==> config.mk <==
export PLATFORM = sky130hd
export DESIGN_NAME = vlan_parser
export DESIGN_NICKNAME = d
export VERILOG_FILES = /design/src/rtl/trafparser_pkg.sv /design/src/rtl/vlan_parser.sv
export SDC_FILE = /design/constraint.sdc
export NUM_CORES = 1
export LEC_CHECK = 0
export CAP_MARGIN = 20
export CORE_AREA = 2 2 124 126
export CTS_BUF_LIST = sky130_fd_sc_hd__clkbuf_4
export CTS_CLUSTER_SIZE = 28
export DETAILED_ROUTE_END_ITERATION = 10
export DIE_AREA = 0 0 126 128
export GPL_ROUTABILITY_DRIVEN = 0
export PLACE_DENSITY = 0.88
export SLEW_MARGIN = 40
export SYNTH_ARGS = -nofsm -noshare
export SYNTH_HDL_FRONTEND = slang
export SYNTH_SLANG_ARGS = --single-unit
==> constraint.sdc <==
create_clock -name clk_i -period 1.91 [get_ports clk_i]
set_input_delay 0.191 -clock clk_i [delete_from_list [all_inputs] [get_ports clk_i]]
set_output_delay 0.191 -clock clk_i [all_outputs]
set_load 0.02 [all_outputs]
==> src/rtl/trafparser_pkg.sv <==
// Shared definitions for the trafparser chain: TPID constants, VLAN decoder
// states, type/TCI slot positions within the first words and TPID matching.
package trafparser_pkg;

  localparam logic [15:0] TPID_8100 = 16'h8100;
  localparam logic [15:0] TPID_88A8 = 16'h88A8;
  localparam logic [15:0] TPID_9100 = 16'h9100;

  typedef enum logic [2:0] {
    S_IDLE,
    S_W1,
    S_W2,
    S_W3,
    S_BODY
  } vlan_state_t;

  // Slot positions: T0/TCI0 in word1, T1/TCI1/T2/TCI2 in word2, T3 in word3.
  localparam int unsigned T0_MSB   = 31;
  localparam int unsigned T0_LSB   = 16;
  localparam int unsigned TCI0_MSB = 15;
  localparam int unsigned TCI0_LSB = 0;
  localparam int unsigned T1_MSB   = 63;
  localparam int unsigned T1_LSB   = 48;
  localparam int unsigned TCI1_MSB = 47;
  localparam int unsigned TCI1_LSB = 32;
  localparam int unsigned T2_MSB   = 31;
  localparam int unsigned T2_LSB   = 16;
  localparam int unsigned TCI2_MSB = 15;
  localparam int unsigned TCI2_LSB = 0;
  localparam int unsigned T3_MSB   = 63;
  localparam int unsigned T3_LSB   = 48;

  typedef struct packed {
    logic [2:0]  vid_en;
    logic [15:0] tci0;
    logic [15:0] tci1;
    logic [15:0] tci2;
    logic [15:0] ethtype;
    logic        l25_en;
    logic        ovf;
  } vlan_meta_t;

  function automatic logic is_tpid(logic [15:0] tpe, bit accept_9100);
    return (tpe == TPID_8100) || (tpe == TPID_88A8) ||
           (accept_9100 && (tpe == TPID_9100));
  endfunction

endpackage

==> src/rtl/vlan_parser.sv <==
// 802.1Q/802.1ad tag-stack decoder: strips up to three tags from the first
// packet words and re-emits the stream one cycle later with tag metadata.
module vlan_parser
  import trafparser_pkg::*;
#(
  parameter int ACCEPT_9100_P = 1,
  parameter int MAX_TAGS_P    = 3
) (
  input  logic        clk_i,
  input  logic        rst_n_i,
  input  logic        srst_i,
  input  logic [63:0] pkt_data_i,
  input  logic [2:0]  pkt_mod_i,
  input  logic        pkt_sop_i,
  input  logic        pkt_eop_i,
  input  logic        pkt_en_i,
  output logic [63:0] pkt_data_o,
  output logic [2:0]  pkt_mod_o,
  output logic        pkt_sop_o,
  output logic        pkt_eop_o,
  output logic        pkt_en_o,
  output logic        vlan0_vid_en_o,
  output logic        vlan1_vid_en_o,
  output logic        vlan2_vid_en_o,
  output logic [15:0] vlan0_o,
  output logic [15:0] vlan1_o,
  output logic [15:0] vlan2_o,
  output logic [15:0] ethtype_o,
  output logic        l25_en_o,
  output logic        vlan_ovf_o
);

  localparam bit ACC_9100 = (ACCEPT_9100_P != 0);
  localparam bit CAP_TAG1 = (MAX_TAGS_P >= 2);
  localparam bit CAP_TAG2 = (MAX_TAGS_P >= 3);

  vlan_state_t state_q, state_d;
  vlan_meta_t  meta_q, meta_d;

  logic [63:0] data_q, data_d;
  logic [2:0]  mod_q, mod_d;
  logic        sop_q, sop_d;
  logic        eop_q, eop_d;
  logic        en_q, en_d;

  logic [15:0] slot_t0, slot_tci0, slot_t1, slot_tci1, slot_t2, slot_tci2, slot_t3;
  logic        t0_tpid, t1_tpid, t2_tpid, t3_tpid;

  assign slot_t0   = pkt_data_i[T0_MSB:T0_LSB];
  assign slot_tci0 = pkt_data_i[TCI0_MSB:TCI0_LSB];
  assign slot_t1   = pkt_data_i[T1_MSB:T1_LSB];
  assign slot_tci1 = pkt_data_i[TCI1_MSB:TCI1_LSB];
  assign slot_t2   = pkt_data_i[T2_MSB:T2_LSB];
  assign slot_tci2 = pkt_data_i[TCI2_MSB:TCI2_LSB];
  assign slot_t3   = pkt_data_i[T3_MSB:T3_LSB];

  assign t0_tpid = is_tpid(slot_t0, ACC_9100);
  assign t1_tpid = is_tpid(slot_t1, ACC_9100);
  assign t2_tpid = is_tpid(slot_t2, ACC_9100);
  assign t3_tpid = is_tpid(slot_t3, ACC_9100);

  // State register
  always_ff @(posedge clk_i or negedge rst_n_i) begin
    if (!rst_n_i) begin
      state_q <= S_IDLE;
    end else if (srst_i) begin
      state_q <= S_IDLE;
    end else begin
      state_q <= state_d;
    end
  end

  // Next-state logic; the FSM only advances on valid words
  always_comb begin
    state_d = state_q;
    if (pkt_en_i) begin
      if (pkt_sop_i) begin
        state_d = S_W1;
      end else begin
        unique case (state_q)
          S_IDLE: state_d = S_IDLE;
          S_W1:   state_d = t0_tpid ? S_W2 : S_BODY;
          S_W2:   state_d = (CAP_TAG2 && t1_tpid && t2_tpid) ? S_W3 : S_BODY;
          S_W3:   state_d = S_BODY;
          S_BODY: state_d = S_BODY;
          default: state_d = S_IDLE;
        endcase
      end
      if (pkt_eop_i) begin
        state_d = S_IDLE;
      end
    end
  end

  // Metadata decode; a TPID in the slot past the tag limit becomes the
  // final type with the overflow flag set.
  always_comb begin
    meta_d = meta_q;
    if (pkt_en_i) begin
      if (pkt_sop_i) begin
        meta_d = '0;
      end else begin
        unique case (state_q)
          S_IDLE: meta_d = '0;
          S_W1: begin
            if (t0_tpid) begin
              meta_d.vid_en[0] = 1'b1;
              meta_d.tci0      = slot_tci0;
            end else begin
              meta_d.ethtype = slot_t0;
              meta_d.l25_en  = 1'b1;
            end
          end
          S_W2: begin
            if (!t1_tpid || !CAP_TAG1) begin
              meta_d.ethtype = slot_t1;
              meta_d.ovf     = t1_tpid;
              meta_d.l25_en  = 1'b1;
            end else begin
              meta_d.vid_en[1] = 1'b1;
              meta_d.tci1      = slot_tci1;
              if (!t2_tpid || !CAP_TAG2) begin
                meta_d.ethtype = slot_t2;
                meta_d.ovf     = t2_tpid;
                meta_d.l25_en  = 1'b1;
              end else begin
                meta_d.vid_en[2] = 1'b1;
                meta_d.tci2      = slot_tci2;
              end
            end
          end
          S_W3: begin
            meta_d.ethtype = slot_t3;
            meta_d.ovf     = t3_tpid;
            meta_d.l25_en  = 1'b1;
          end
          S_BODY:  meta_d = meta_q;
          default: meta_d = meta_q;
        endcase
      end
    end
  end

  always_comb begin
    data_d = data_q;
    mod_d  = mod_q;
    sop_d  = sop_q;
    eop_d  = eop_q;
    en_d   = pkt_en_i;
    if (pkt_en_i) begin
      data_d = pkt_data_i;
      mod_d  = pkt_mod_i;
      sop_d  = pkt_sop_i;
      eop_d  = pkt_eop_i;
    end
  end

  always_ff @(posedge clk_i or negedge rst_n_i) begin
    if (!rst_n_i) begin
      meta_q <= '0;
      data_q <= '0;
      mod_q  <= '0;
      sop_q  <= 1'b0;
      eop_q  <= 1'b0;
      en_q   <= 1'b0;
    end else if (srst_i) begin
      meta_q <= '0;
      data_q <= '0;
      mod_q  <= '0;
      sop_q  <= 1'b0;
      eop_q  <= 1'b0;
      en_q   <= 1'b0;
    end else begin
      meta_q <= meta_d;
      data_q <= data_d;
      mod_q  <= mod_d;
      sop_q  <= sop_d;
      eop_q  <= eop_d;
      en_q   <= en_d;
    end
  end

  assign pkt_data_o     = data_q;
  assign pkt_mod_o      = mod_q;
  assign pkt_sop_o      = sop_q;
  assign pkt_eop_o      = eop_q;
  assign pkt_en_o       = en_q;
  assign vlan0_vid_en_o = meta_q.vid_en[0];
  assign vlan1_vid_en_o = meta_q.vid_en[1];
  assign vlan2_vid_en_o = meta_q.vid_en[2];
  assign vlan0_o        = meta_q.tci0;
  assign vlan1_o        = meta_q.tci1;
  assign vlan2_o        = meta_q.tci2;
  assign ethtype_o      = meta_q.ethtype;
  assign l25_en_o       = meta_q.l25_en;
  assign vlan_ovf_o     = meta_q.ovf;

endmodule

Yosys cells after proc, flatten, opt, wreduce, memory -nomap -nowiden --
Index checks and enable logic that the tools add are counted.
Storage, ports and cells: memories 0, word-level logic and storage cells 79, latch bits 0, ROM bits 0, bits in writable memories 0, output and inout port bits 139, flip-flop bits (word level) 142, input bits 73
Cells by class: reductions and logical operators 17, shifts and indexed selects 0, equal/unequal tests 15, bitwise logic cells 0, add/sub/neg operators 0, multipliers 0, divide/modulo/power cells 0, $lt $le $gt $ge 0, muxes and demuxes 32
Operators by type and width (count):
- $mux 69 | 3
- $mux 64 | 2
- $eq 16x16->1 const B | 6
- $pmux 17 s4 | 1
- $pmux 32 s2 | 1
- $mux 18 | 2
- $mux 17 | 2
- $pmux 17 s2 | 1
- $mux 32 | 1
- $mux 3 | 8
- $mux 16 | 1
- $ne 4x4->1 const B | 4
- $pmux 3 s3 | 1
- $reduce_and 3->1 | 3
- $reduce_and 4->1 | 2
- $reduce_bool 4->1 | 2
- $eq 3x2->1 const B | 2
- $mux 1 | 6
- $reduce_bool 6->1 | 1
- $ne 5x5->1 const B | 1
- $reduce_bool 5->1 | 1
- $logic_or 1x1->1 | 4
- $pmux 2 s2 | 1
- $eq 3x1->1 const B | 1
- other kinds (7) | 7

Depth between registers and ports, before layout --
Gate-level depths: netlist of the first run.
word-level depth 10, depth in mapped cells 7, depth with buffers taken out 5

Least setup slack after synthesis of the first run --
Ideal clock, no wire load.
path kind reg2reg, start point reg state_q[0], end point reg meta_q (netlist bit vlan0_o[0]), arrival 1.702 ns, required time 1.844 ns, clock period less this slack 1.768 ns, buffers on the path 2, slack 0.142 ns, setup time 0.066 ns, stages on the path, launching flop included 7, cells stage by stage dfrtp_1 > clkbuf_1 > inv_1 > a22o_1 > o31ai_2 > buf_2 > a22o_1
Between the ends: longest elaborated chain between the ends 5, elaborated cells between the ends (all ways) 9, classes of those cells eq/ne (2); mux (4); reduce/logical (3)
Ends and longest elaborated chain:
- from (decl) | RTL line vlan_parser.sv:37 | vlan_state_t state_q, state_d;
- from (signal assigned) | RTL line vlan_parser.sv:69 | state_q <= state_d;
- $eq 3x1->1 / $logic_not 3->1 (equally long branches) | RTL line vlan_parser.sv:103 | unique case (state_q)
- $pmux 17 s2 | RTL line vlan_parser.sv:103
- $mux 69 | RTL line vlan_parser.sv:100 | if (pkt_sop_i) begin
- $mux 69 | RTL line vlan_parser.sv:99 | if (pkt_en_i) begin
- $mux 69 | RTL line vlan_parser.sv:166 | end else if (srst_i) begin
- to (signal assigned) | RTL line vlan_parser.sv:174 | meta_q <= meta_d;
- to (decl) | RTL line vlan_parser.sv:38 | vlan_meta_t meta_q, meta_d;
Parallel ways exist; a longest one is shown, timed or not. The select of a mux whose other input is x is not followed. A chain may end at the register's enable or synchronous reset.

Worst setup path after layout of the first run --
start point in pkt_data_i[30], end point reg state_q[1]
Between the ends: longest elaborated chain between the ends 10, elaborated cells between the ends (all ways) 13, classes of those cells eq/ne (3); mux (7); reduce/logical (3)
Ends and longest elaborated chain:
- from (decl) | RTL line vlan_parser.sv:12 | input logic [63:0] pkt_data_i,
- $eq 16x16->1 | RTL line trafparser_pkg.sv:44 | return (tpe == TPID_8100) || (tpe == TPID_88A8) ||
- $logic_or 1x1->1 | RTL line trafparser_pkg.sv:44
- $logic_or 1x1->1 (*) | RTL line trafparser_pkg.sv:44
- $logic_and 1x1->1 | RTL line vlan_parser.sv:83 | S_W2: state_d = (CAP_TAG2 && t1_tpid && t2_tpid) ? S_W3 : S_BODY;
- $mux 3 | RTL line vlan_parser.sv:83
- $pmux 3 s3 (*) | RTL line vlan_parser.sv:80 | unique case (state_q)
- $mux 3 (*) | RTL line vlan_parser.sv:77 | if (pkt_sop_i) begin
- $mux 3 (*) | RTL line vlan_parser.sv:89 | if (pkt_eop_i) begin
- $mux 3 (*) | RTL line vlan_parser.sv:76 | if (pkt_en_i) begin
- $mux 3 (*) | RTL line vlan_parser.sv:66 | end else if (srst_i) begin
Every way passes the cells marked *; elsewhere a longest branch is shown, timed or not. The select of a mux whose other input is x is not followed.

==> metrics.cfg, run 1 <==
[clock_network]
clock-sinks = 142
path_clk_slew_ps = 120
root_buffer = clkbuf_4
clock_path_buffers = 2
ctsHtreeMaxLevel = 4
clkLatencyLatePin_ps = 550
numCtsBuffers = 17
cts_tree = done

[finish]
area_delta_synth_final_pct = 51.49
fin_cells = 957
antenna_cells = 0
fin_nets = 829
layout-drive-gt1-share_pct = 17.69

[drt]
ant_nets = 0
routedWlPerCell_um = 19.21
vias = 5248
vias_per_cell = 5.484
wl_um = 18390
drt-initial-drc-count = 282
drcViolationCount = 0
first_pass_iters = 5

[timing]
skew_ps = 14.84
hold_viol_final = 0
layout_setup_ws_ps = 77.01
setup_violations = 0
drv_slew = 0
clock.fmax_mhz = 545.6
maxSlewHeadroom_pct = 54.35
rsz0062_at_grt = false
period_share_pct = 95.97
tightest_slew_ps = 684.8
whs_ps = 129.4
finalWorstPathRequiredPeriod_ps = 1833

[hold_path]
hp-class = input port to async pin

[yosys]
synth_warnings = 0
muxShareOfSynthArea_pct = 11.51
synth-compound-area-share_pct = 15.99
synth-edff-count = 0
ys_top_cells_by_area = dfrtp_1 58%, mux2i_1 12%, a22o_1 6.0%
synth-simple-area-share_pct = 10.83
synth_cell_types = 60
synth_flop_cell = dfrtp_1
synth_top_area_share_pct = 58.38
avgSynthCellArea_um2 = 12.42
postSynth.asyncResetShare_pct = 100.0
syn-cell-area_mm2 = 0.006087
synthAdderAreaFrac_pct = 0
synthCells = 490
synth_top_family_by_area = compound AO/OA/AOI/OAI gates
yosys.area.top_type = dfrtp_1
synth_xor_area_share_pct = 0
seq_area_frac_synth_pct = 58.38
ys_seq_elements = 142
synth_nets = 563

[setup_path]
cp-startpoint = pkt_data_i[30]
path_class = input port to flop
worst_setup_path_start_kind = input port
cp_max_fo = 5
cp.required_ps = 2370
cpMaxStageDelayCell = clkdlybuf4s50_1
r2r_start = state_q[2]
end_kind = flop
cpLargestDelayFamily = simple AND/OR/NAND/NOR gates
path_cells = clkdlybuf4s50_1, nor4_2, buf_4, and3_1, nand4_2, or3_1, a31oi_1
worstPathArrival_ps = 2300
critPathMaxStageDelay_ps = 460
crit_buf_inv = 2

[placement]
dp_hpwl_um = 13290
placed_cells = 920
io_buffers = 211
post-place-ws_ps = -587.5

[global_routing]
gr-total-overflow = 0
antenna_found_initial = 0
grt_pass1_wl_um = 29550
grtUsageTotal_pct = 23.29
grt_max_degree = 68
grt_pass1_vias = 5492

[flow_run]
maxCapViolations = 0

[pwr]
combPwrFrac_pct = 16.4
switching_share_pct = 26.50
leakage_uw = 0.004212
internal_power_uw = 4803
clkPwrFrac_pct = 35.0
power.net_switching_uw = 1731
power_density_mw_per_mm2 = 708.6
power.share.sequential_pct = 48.6
worst_ir_drop_vdd_v = 0.0004213

[floorplanning]
rows = 45
dieHeight_um = 128
start_util_pct = 40.95
core_mm2 = 0.01486
die-area_mm2 = 0.01613
die_x_um = 126
ios = 212

[outcome]
status = finished clean

## registers in the layout, summed over array words and instances (netlist names)
register,count
ethtype_o,16
l25_en_o,1
pkt_data_o,64
pkt_en_o,1
pkt_eop_o,1
pkt_mod_o,3
pkt_sop_o,1
state_q,3
vlan0_o,16
vlan0_vid_en_o,1
vlan1_o,16
vlan1_vid_en_o,1
vlan2_o,16
vlan2_vid_en_o,1
vlan_ovf_o,1
## per-stage QoR
step / setup TNS (ps) / utilization (%) / area, um2 / total power (uW)
2_1_floorplan: 0 / - / 6087 / 3648
3_3_place_gp: -27900 / 59.14 / 8791 / 4249
3_5_place_dp: -33510 / 59.14 / 8791 / 4286
4_1_cts: 0 / 61.71 / 9173 / 6602
5_1_grt: 0 / 62.04 / 9221 / 6834
6_report: 0 / 62.04 / 9221 / 6535
## worst reg2reg max path, stage by stage (launching register included)
cell	delay (ps)
dfrtp_1	500
nor4b_2	360
nand2_2	160
buf_4	170
nor3b_4	220
buf_12	180
a22o_1	150
## path summary, 6_finish.rpt
kind	endpoint	slack [ps]	cells after the start
setup / recovery	state_q[1]	80	7
hold / removal	vlan1_o[3]	130	2
setup reg to reg	vlan1_o[13]	120	6
hold reg to reg	vlan0_vid_en_o	500	1
max in group asynchronous	state_q[1]	1010	3
min in group clk_i	pkt_mod_o[0]	270	3
## cells by family after synthesis
family / count (synthesis)
flip-flops: 142
multiplexers: 70
AND/OR/NAND/NOR: 120
AO/OA/AOI/OAI: 123
buffers and inverters: 35
## power groups by stage
stage / registers (uW) / logic (uW) / clock network [uW]
6_report: 3180 / 1070 / 2290
5_1_grt: 3190 / 1140 / 2500
4_1_cts: 3180 / 1070 / 2360
3_5_place_dp: 3230 / 1050 / 0
3_3_place_gp: 3230 / 1020 / 0
2_1_floorplan: 3350 / 296 / 0
## routing by layer
| layer | GRT usage, % | part of all wire [%] | up-vias |
|---|---|---|---|
| met5 | 0 | 0 | - |
| met1 | 28.95 | 40 | 2643 |
| met2 | 38.68 | 51 | 232 |
| li1 | - | - | 2331 |
| met4 | 9.890 | 2.7 | 0 |
| met3 | 6.135 | 6.4 | 42 |
## synth_stat cells, types with 4 or more instances
master and n:
a21oi_1 19, a22o_1 42, a22o_2 7, a2bb2oi_1 17, buf_2 11, buf_6 6, clkbuf_1 13, dfrtp_1 142
mux2i_1 70, nand2_1 5, nand2b_1 4, nand4_1 4, nor2_1 75, o21ai_0 19
## cells in the final DEF, fill, tap and decap left out, types with 17 or more instances in the layout
master / n
clkbuf_4: 17
a21oi_1: 19
buf_4: 60
a22o_1: 42
clkdlybuf4s50_1: 208
nor2_1: 75
a2bb2oi_1: 17
mux2i_1: 70
o21ai_0: 19
dfrtp_1: 141
## area by class of cell
class	instances	area (um2)
inverter	2	7.507
tap	188	235.2
timing repair buffer	280	2719
clock inverter	15	216.5
clock buffer	17	127.6
sequential	142	3555
fill	1145	5643
multi-input combinational	313	2361
## what timing repair did
item | CTS | global route
hold endpoints to repair | 116 | 0
cloned | 0 | 0
pin swaps | 0 | 1
setup endpoints to repair | 17 | 51
hold buffers | 3 | 0
resized for setup | 1 | 5
setup buffers | 0 | 2
Note: power is estimated with default switching activity, not from simulation.
==> run 2: changes to the inputs <==
--- a/config.mk
+++ b/config.mk
@@ -5,14 +5,14 @@
 export SDC_FILE = /design/constraint.sdc
 export NUM_CORES = 1
 export LEC_CHECK = 0
-export CAP_MARGIN = 20
 export CORE_AREA = 2 2 124 126
 export CTS_BUF_LIST = sky130_fd_sc_hd__clkbuf_4
 export CTS_CLUSTER_SIZE = 28
 export DETAILED_ROUTE_END_ITERATION = 10
 export DIE_AREA = 0 0 126 128
+export DONT_BUFFER_PORTS = 1
 export GPL_ROUTABILITY_DRIVEN = 0
-export PLACE_DENSITY = 0.88
+export PLACE_DENSITY = 0.69
 export SLEW_MARGIN = 40
 export SYNTH_ARGS = -nofsm -noshare
 export SYNTH_HDL_FRONTEND = slang
==> run 2 against run 1 <==
Against the previous run:
- the run now fails in clock tree synthesis (4_1_cts)
- synthesized cell count stayed put
- area after synthesis stayed put
==> metrics.cfg, run 2 <==
[yosys]
ys_top_cells_by_area = dfrtp_1 58%, mux2i_1 12%, a22o_1 6.0%
postSynth.asyncResetShare_pct = 100.0  ; unchanged
synth_warnings = 0  ; unchanged
synth_nets = 563  ; unchanged
syn-cell-area_mm2 = 0.006087  ; unchanged
synth-edff-count = 0  ; unchanged
yosys.area.top_type = dfrtp_1
synthCells = 490  ; unchanged
synth_commonest_cells = 142 x dfrtp_1, 75 x nor2_1, 70 x mux2i_1
avgSynthCellArea_um2 = 12.42  ; unchanged
synth_flop_cell = dfrtp_1
ys_seq_elements = 142  ; unchanged
synth_top_area_share_pct = 58.38  ; unchanged
synth.most_common_cell = dfrtp_1
seq_area_frac_synth_pct = 58.38  ; unchanged
synth_cell_types = 60  ; unchanged

[floorplanning]
die_x_um = 126  ; unchanged
start_util_pct = 40.95  ; unchanged
ios = 212  ; unchanged
rows = 45  ; unchanged
dieHeight_um = 128  ; unchanged

[placement]
dp_hpwl_um = 10480  ; -21%
io_buffers = 0  ; -100%
postPlaceCellArea_mm2 = 0.006335  ; -28%

[clock_network]
clock-sinks = 142  ; unchanged
numCtsBuffers = 17  ; unchanged
post_cts_resized = 1  ; unchanged
ctsHtreeMaxLevel = 4  ; unchanged
root_buffer = clkbuf_4
cts_hold_buf = 140  ; +137
cts_setup_buffers = 0  ; unchanged
clock_path_buffers = 2  ; unchanged

[outcome]
status = stopped before the end
error = [ERROR RSZ-0060] Max buffer count reached.
lastStage = clock tree synthesis (4_1_cts)

## run 2: kinds of logic after synthesis
logic type	count (synthesis)	synth area share [%]
buffers and inverters	35	3.289
AO/OA/AOI/OAI	123	15.99
multiplexers	70	11.51
AND/OR/NAND/NOR	120	10.83
flip-flops	142	58.38
## run 2: stage by stage
step	hold slack [ps]	cells	setup TNS, ps	util (%)	setup WS, ps
after detailed placement	-102.3	664	-772.4	42.62	-65.57
after floorplan	-104.6	490	0	-	142.3
after global placement	-102.0	664	0	42.62	26.54
==> run 3: changes to the inputs <==
==> config.mk (replaced) <==
export PLATFORM = sky130hd
export DESIGN_NAME = vlan_parser
export DESIGN_NICKNAME = d
export VERILOG_FILES = /design/src/rtl/trafparser_pkg.sv /design/src/rtl/vlan_parser.sv
export SDC_FILE = /design/constraint.sdc
export NUM_CORES = 1
export LEC_CHECK = 0
export CORE_AREA = 2 2 154 156
export DETAILED_ROUTE_END_ITERATION = 10
export DIE_AREA = 0 0 156 158
export DONT_BUFFER_PORTS = 1
export GPL_ROUTABILITY_DRIVEN = 0
export PLACE_DENSITY_LB_ADDON = 0.15
export SLEW_MARGIN = 40
export SYNTH_ARGS = -nofsm -noshare
export SYNTH_HDL_FRONTEND = slang
export SYNTH_SLANG_ARGS = --single-unit
==> constraint.sdc (replaced) <==
create_clock -name clk_i -period 2.48 [get_ports clk_i]
set_input_delay 0.248 -clock clk_i [delete_from_list [all_inputs] [get_ports clk_i]]
set_output_delay 0.248 -clock clk_i [all_outputs]
set_load 0.02 [all_outputs]
==> run 3 against run 2 <==
Against the previous run:
- the flow now finishes, with violations (hold timing)
==> metrics.cfg, run 3 (synthesized netlist as in run 1, its figures left out) <==
[outcome]
status = complete, but fails checks
violations = hold timing

[placement]
dp_hpwl_um = 11970  ; +14%
post-place-ws_ps = 216.9  ; +282.4 ps
io_buffers = 0  ; unchanged
placed_cells = 757  ; +14%

[pwr]
leakage_uw = 0.003599
power_density_mw_per_mm2 = 740.2
power_uw = 5775
worst_ir_drop_vdd_v = 0.0004561

[global_routing]
antenna_found_initial = 1
gr-total-overflow = 0
grt_pass1_vias = 4620
grt_max_degree = 143
grt_pass1_wl_um = 28570
grtUsageTotal_pct = 15.30

[flow_run]
maxCapViolations = 0

[timing]
finalWorstPathRequiredPeriod_ps = 2094
rsz0062_at_grt = false
setup-tns-final_ps = 0
skew_ps = 12.76
period_share_pct = 84.42
tightest_slew_ps = 727.2
drv_slew = 0
setup_violations = 0
clock.fmax_mhz = 477.6
hold_viol_final = 142
maxSlewHeadroom_pct = 51.07
whs_ps = -481.8
layout_setup_ws_ps = 386.3

[drt]
ant_nets = 0
first_pass_iters = 4
routedWlPerCell_um = 21.37
vias_per_cell = 5.067
drcViolationCount = 0
drt-initial-drc-count = 207
wl_um = 18550
vias = 4398

[floorplanning]
rows = 56  ; +24%
dieHeight_um = 158  ; +23%
die_x_um = 156  ; +24%
core_mm2 = 0.02305
start_util_pct = 26.41  ; -15 points
ios = 212  ; unchanged
die-area_mm2 = 0.02465

[setup_path]
worstPathArrival_ps = 2440
cp_max_fo = 16
path_class = flop to flop
cp.required_ps = 2820
worstReg2RegEnd = ethtype_o[12]
worst_setup_path_start_kind = flop
path_cells = nor4b_1, nand4_1, o22ai_2, o21ai_0, a2bb2oi_1
r2r_start = state_q[0]
critPathMaxStageDelay_ps = 510
crit_buf_inv = 0
cpLargestDelayFamily = compound AO/OA/AOI/OAI gates
end_kind = flop
regToRegSetupSlack_ps = 390
setup.worst_path.end = ethtype_o[12]
path_depth = 5
r2r_cells = 5
cpMaxStageDelayCell = o22ai_2
cp-startpoint = state_q[0]

[clock_network]
clock-sinks = 142  ; unchanged
ctsHtreeMaxLevel = 4  ; unchanged
clkLatencyLatePin_ps = 420
post_cts_resized = 0  ; -1
path_clk_slew_ps = 70
numCtsBuffers = 17  ; unchanged
clock_path_buffers = 2  ; unchanged
root_buffer = clkbuf_16
cts_tree = done

[finish]
finish.utilization_pct = 33.84
fin_cells = 868
final_common_cell = dfrtp_1
fin_nets = 638
antenna_cells = 0
layout_common_cells = 142 x dfrtp_1, 78 x dlygate4sd3_1, 75 x nor2_1
area_delta_synth_final_pct = 28.16
largest_reg_flops = 64
layout-drive-gt1-share_pct = 12.63

[hold_path]
hp-class = input port to async pin

run 3: through the flow:
step	hold WS [ps]	instance area, um2
after detailed placement	-41.60	6332
after global placement	-42.91	6332
after floorplan	-47.59	6087
after CTS	-499.4	7784
after global routing	-511.6	7801
final	-481.8	7801
run 3: final cells by class:
cell class | instances | area (um2)
multi-input combinational | 313 | 2341
inverter | 2 | 7.507
timing repair buffer | 89 | 883.3
clock inverter | 12 | 206.4
clock buffer | 20 | 446.7
sequential | 142 | 3553
fill | 2281 | 15250
tap | 290 | 362.8
run 3: where the power goes:
group / switching, uW / total [uW] / internal (uW)
logic: 154 / 355 / 201
registers: 173 / 2570 / 2400
clock network: 1030 / 2850 / 1820
total: 1350 / 5770 / 4420
run 3: timing repair:
item                      in CTS  in global routing
hold buffers                  78                  1
hold endpoints to repair     263                143
buffers inserted               0                  0
run 3: layer usage:
metal / routed length (um) / up-vias / GRT usage, %
met4: 357 / 0 / 4.937
met5: 0 / - / 0
li1: - / 1945 / -
met3: 1457 / 22 / 6.351
met2: 8979 / 165 / 23.66
met1: 7755 / 2266 / 19.46
run 3: how the worst min path moves through the flow:
stage,start,to,slack (ps)
final,rst_n_i,pkt_data_o[56],-480
after global routing,rst_n_i,pkt_data_o[56],-510
after floorplan,rst_n_i,ethtype_o[0],-50
after detailed placement,rst_n_i,pkt_data_o[56],-40
after CTS,rst_n_i,pkt_data_o[56],-500
after global placement,rst_n_i,pkt_data_o[56],-40
run 3: worst reg2reg max path, stage by stage (launching register included):
cell and delay, ps:
dfrtp_1 490, nor4b_1 430, nand4_1 170, o22ai_2 510
o21ai_0 220, a2bb2oi_1 200
